`src/rtl/pipelined_adder_subtractor.sv`:
```
`default_nettype none
// ============================================================================
// Module   : pipelined_adder_subtractor
// Purpose  : Two's-complement add/subtract. The carry chain is split across
//            STAGES registered slices, with a valid/ready handshake.
// Options  : define ADDSUB_SATURATE_EN to clamp overflowed results.
// Revision : 1.0 - initial release
// ============================================================================
module pipelined_adder_subtractor #(
  parameter int WIDTH  = 16,
  parameter int STAGES = 2
) (
  input  logic             clk,
  input  logic             rst,
  input  logic             in_valid,
  output logic             in_ready,
  input  logic [WIDTH-1:0] a,
  input  logic [WIDTH-1:0] b,
  input  logic             mode,
  output logic             out_valid,
  input  logic             out_ready,
  output logic [WIDTH-1:0] result,
  output logic             cout,
  output logic             overflow
);

  localparam int c_sw   = WIDTH / STAGES;
  localparam int c_last = STAGES - 1;
  localparam int c_msb  = WIDTH - 1;

  // Stage registers: valid, operand A, effective operand B, partial sum, slice carry
  logic             r_vld [STAGES];
  logic [WIDTH-1:0] r_a   [STAGES];
  logic [WIDTH-1:0] r_b   [STAGES];
  logic [WIDTH-1:0] r_sum [STAGES];
  logic             r_c   [STAGES];

  // Values presented to each stage's register inputs
  logic             w_pv  [STAGES];
  logic [WIDTH-1:0] w_pa  [STAGES];
  logic [WIDTH-1:0] w_pb  [STAGES];
  logic [WIDTH-1:0] w_ps  [STAGES];
  logic             w_pc  [STAGES];
  logic [c_sw:0]    w_slice [STAGES];
  logic [WIDTH-1:0] w_nsum  [STAGES];
  logic [WIDTH-1:0] w_raw;

  assign in_ready = !rst && (out_ready || !out_valid);

  generate
    for (genvar k = 0; k < STAGES; k++) begin : g_stage
      if (k == 0) begin : g_head
        // Subtraction is a + ~b + 1; the +1 enters as the first slice carry
        assign w_pv[k] = in_valid;
        assign w_pa[k] = a;
        assign w_pb[k] = mode ? ~b : b;
        assign w_ps[k] = '0;
        assign w_pc[k] = mode;
      end else begin : g_body
        assign w_pv[k] = r_vld[k-1];
        assign w_pa[k] = r_a[k-1];
        assign w_pb[k] = r_b[k-1];
        assign w_ps[k] = r_sum[k-1];
        assign w_pc[k] = r_c[k-1];
      end
    end
  endgenerate

  always_comb begin
    for (int k = 0; k < STAGES; k++) begin
      w_slice[k] = {1'b0, w_pa[k][k*c_sw +: c_sw]}
                 + {1'b0, w_pb[k][k*c_sw +: c_sw]}
                 + {{c_sw{1'b0}}, w_pc[k]};
      w_nsum[k]  = w_ps[k];
      w_nsum[k][k*c_sw +: c_sw] = w_slice[k][c_sw-1:0];
    end
  end

  // Whole pipe moves only when in_ready; data is loaded only behind a valid bit
  always_ff @(posedge clk) begin
    for (int k = 0; k < STAGES; k++) begin
      if (rst) begin
        r_vld[k] <= 1'b0;
        r_a[k]   <= '0;
        r_b[k]   <= '0;
        r_sum[k] <= '0;
        r_c[k]   <= 1'b0;
      end else if (in_ready) begin
        r_vld[k] <= w_pv[k];
        if (w_pv[k]) begin
          r_a[k]   <= w_pa[k];
          r_b[k]   <= w_pb[k];
          r_sum[k] <= w_nsum[k];
          r_c[k]   <= w_slice[k][c_sw];
        end
      end
    end
  end

  assign out_valid = r_vld[c_last];
  assign cout      = r_c[c_last];
  assign w_raw     = r_sum[c_last];
  assign overflow  = (r_a[c_last][c_msb] == r_b[c_last][c_msb]) &&
                     (w_raw[c_msb] != r_a[c_last][c_msb]);

`ifdef ADDSUB_SATURATE_EN
  assign result = !overflow          ? w_raw :
                  r_a[c_last][c_msb] ? {1'b1, {(WIDTH-1){1'b0}}}
                                     : {1'b0, {(WIDTH-1){1'b1}}};
`else
  assign result = w_raw;
`endif

endmodule
`default_nettype wire

```
`config.mk`:
```
export PLATFORM = sky130hd
export DESIGN_NAME = pipelined_adder_subtractor
export DESIGN_NICKNAME = d
export VERILOG_FILES = /design/src/rtl/pipelined_adder_subtractor.sv
export SDC_FILE = /design/constraint.sdc
export NUM_CORES = 1
export LEC_CHECK = 0
export CAP_MARGIN = 25
export CORE_MARGIN = 2
export CORE_UTILIZATION = 54
export DETAILED_ROUTE_END_ITERATION = 8
export HOLD_SLACK_MARGIN = 0.1
export PLACE_DENSITY = 0.85
export RECOVER_POWER = 50
export SLEW_MARGIN = 20
export SYNTH_ARGS = -nofsm -noshare
export SYNTH_HDL_FRONTEND = slang
export SYNTH_SLANG_ARGS = --single-unit
```
`constraint.sdc`:
```
create_clock -name clk -period 4.9 [get_ports clk]
set_input_delay 0.98 -clock clk [delete_from_list [all_inputs] [get_ports clk]]
set_output_delay 0.98 -clock clk [all_outputs]
set_load 0.005 [all_outputs]
```
==> flow_summary.yaml <==
outcome:
  status: "finished clean"
synthesis:
  ys_seq_area_share_pct: 53.6
  synth_warnings: 0
  synth.distinct_cells: 41
  synthFlopType: "edfxtp_1"
  yosysTopAreaCell: "edfxtp_1"
  netlist_top_cells_count: "46 x edfxtp_1, 22 x and2_1, 18 x nor2_1"
  synth.top_cell.area_share_pct: 53.6
  synth_most_common_cell: "edfxtp_1"
  ys_async_sr_fraction_pct: 0
  synth_cells: 215
  synthTopCellsByArea: "edfxtp_1 54%, ha_1 6.8%, and2_1 5.3%"
  synth-edff-count: 46
  syn-cell-area_mm2: 0.00258
  synth.ff_latch_count: 46
  syn-mean-instance-area_um2: 12.0
  synthesis.nets: 269
clocking:
  holdBufCountCts: 0
  postCtsSetupRepairBufs: 0
  clock_latency_ns: 0.30
  cts_resized: 0
  cts_tree: "done"
  cts_sinks: 46
  clockBufferDepth: 2
  cts-root-buf: "clkbuf_8"
  cts.clk_slew.worst_paths_ns: 0.08
  cts_buffers: 5
  htreeDepth: 2
timing:
  tightest_slew_ns: 0.600
  relSlewSlack_pct: 60.0
  max_freq_ghz: 0.294
  setup_viol: 0
  min_period_over_period_pct: 69.3
  drv_slew: 0
  hold_viol: 0
  skew_ns: 0.00713
  setup_tns_ns: 0
  grt_setup_unrepaired: "false"
  min_period_ns: 3.40
global_route:
  grt_pass1_vias: 1725
  antenna_found_initial: 0
  track_usage_pct: 18.5
  grt-ovfl-total: 0
  grt_start_max_net_pins: 26
  grt_pass1_wl_um: 7570
layout:
  diodes: 0
  area_growth_pct: 27.6
  final_net_count: 328
  final_cells: 329
  drive_gt1_share_pct: 5.82
  post-route-util_pct: 70.5
route:
  dr.pass1.iters: 5
  drt_iter0_markers: 81
  drc: 0
  routed_wl_um: 4510
  ant_nets: 0
  wire_per_inst_um: 13.7
  vias: 1778
  viasPerCell: 5.40
pwr:
  clockPowerShare_pct: 28.5
  p_per_area_mw_per_mm2: 293
  ir_worst_vdd_mv: 0.172
  p_int_mw: 0.727
  leakagePower_nw: 1.33
  seqPwrFrac_pct: 49.7
  power_switching_mw: 0.236
  comb_power_share_pct: 21.8
  switching_share_pct: 24.5
  total_power_mw: 0.963
critical_path:
  crit_chain: "dlygate4sd3_1 > nor2_1 > clkdlybuf4s50_1"
  cp_slowest_stage_delay_ns: 0.62
  slowest_stage: "dlygate4sd3_1"
  rrSetupSlack_ns: 2.62
  r2r_start: "r_c[0]"
  cp_max_fo: 6
  worstPathRequired_ns: 3.92
  cp.depth: 3
  crit_buf_inv: 2
  r2r_cells: 6
  end_kind: "output port"
  r2r_end: "r_c[1]"
  critPathKind: "in -> out"
  critPathTopFamily: "buffers and inverters"
  startpoint: "rst"
  worstSetupStartpointType: "input pin"
  worstPathArrival_ns: 2.42
min_path:
  hold_start: "r_sum[0][2]"
  whs_path_depth: 1
  hold_class: "reg -> reg"
  whs_endpoint: "r_sum[1][2]"
die:
  row_count: 25
  start_util_pct: 55.3
  io_pins: 57
  dieWidth_um: 73.1
  core-area_mm2: 0.00466
  dieArea_mm2: 0.00534
  die_y_um: 73.1
placement:
  port_buffers: 56
  dpl.cell_count: 321
  hpwlAfterDp_um: 3440
  gp_routability_congestion: 0.869
job:
  drv_cap: 0
[worst reg2reg max path, stage by stage, from the launching register on]
cell      delay (ns)
edfxtp_1        0.42
fa_1            0.51
fa_1            0.43
a21o_1          0.21
a21o_1          0.20
a21oi_1         0.15
o21ai_0         0.11
[metal layers]
layer | global-route usage [%] | vias to the layer above | wire (um) | share of wire [%]
met5 | 0 | - | 0 | 0
met4 | 5.35 | 0 | 52 | 1.2
met3 | 4.01 | 7 | 183 | 4.1
met2 | 31.4 | 55 | 2330 | 52
met1 | 23.7 | 822 | 1950 | 43
li1 | - | 894 | - | -
[power by group through the flow]
| stage | Sequential, mW | Clock, mW | Combinational (mW) |
|---|---|---|---|
| after CTS | 0.480 | 0.279 | 0.215 |
| after floorplan | 0.487 | 0 | 0.129 |
| after detailed placement | 0.489 | 0 | 0.213 |
| final | 0.479 | 0.275 | 0.209 |
| after global routing | 0.483 | 0.291 | 0.233 |
| after global placement | 0.487 | 0 | 0.205 |
[cell usage in the layout (no fill, tap or decap), types with 3 or more instances in the layout]
| master | Yosys | layout |
|---|---|---|
| nor2_1 | 18 | 19 |
| fa_1 | 3 | 3 |
| a21oi_1 | 8 | 8 |
| nor4_1 | 3 | 3 |
| xor2_1 | 7 | 7 |
| edfxtp_1 | 46 | 46 |
| nor3b_1 | 3 | 3 |
| o21ai_0 | 9 | 9 |
| nand2b_1 | 5 | 5 |
| clkbuf_8 | 0 | 5 |
| clkdlybuf4s50_1 | 0 | 36 |
| and2_0 | 0 | 10 |
| and2_1 | 22 | 12 |
| nor2b_1 | 3 | 3 |
| a21o_1 | 5 | 5 |
| xnor2_1 | 12 | 12 |
| mux2i_1 | 3 | 3 |
| ha_1 | 14 | 14 |
| dlygate4sd3_1 | 0 | 20 |
| or2_2 | 3 | 3 |
| inv_1 | 6 | 6 |
| a211oi_1 | 3 | 3 |
| nand2_1 | 13 | 13 |
[registers in the layout, indices dropped and copies added (netlist names)]
register  count
r_sum        24
r_vld         2
r_c           2
r_b           9
r_a           9
[layout make-up]
type | instances | area (um^2)
Multi-Input combinational cell | 157 | 1130
Clock inverter | 3 | 40.0
Clock buffer | 5 | 68.8
Timing Repair Buffer | 58 | 572
Tap cell | 54 | 67.6
Sequential cell | 46 | 1380
Fill cell | 328 | 1370
Inverter | 6 | 22.5
[stage by stage]
| step | hold WS, ns | setup slack (ns) | cell area, um^2 |
|---|---|---|---|
| CTS | 0.537 | 1.65 | 3290 |
| floorplan | 0.497 | 1.91 | 2580 |
| global route | 0.551 | 1.46 | 3290 |
| global placement | 0.503 | 1.45 | 3180 |
| detailed placement | 0.517 | 1.41 | 3180 |
| finish | 0.535 | 1.50 | 3290 |
[worst max path at each step]
| stage | endpoint | slack (ns) |
|---|---|---|
| 6_report | in_ready | 1.50 |
| 5_1_grt | in_ready | 1.46 |
| 4_1_cts | in_ready | 1.65 |
| 3_5_place_dp | r_c[0] | 1.41 |
| 3_3_place_gp | r_c[0] | 1.45 |
| 2_1_floorplan | r_c[0] | 1.91 |
[logic make-up after synthesis]
logic type,after synthesis,share of synthesized area (%)
xor gates and xnor gates,19,6.46
adders and majority gates,17,9.13
buffers and inverters,12,2.23
and+or+nand+nor,81,16.7
AOI/OAI and AO/OA,36,10.1
muxes,4,1.75
DFF,46,53.6
(Power assumes the default switching activity.)
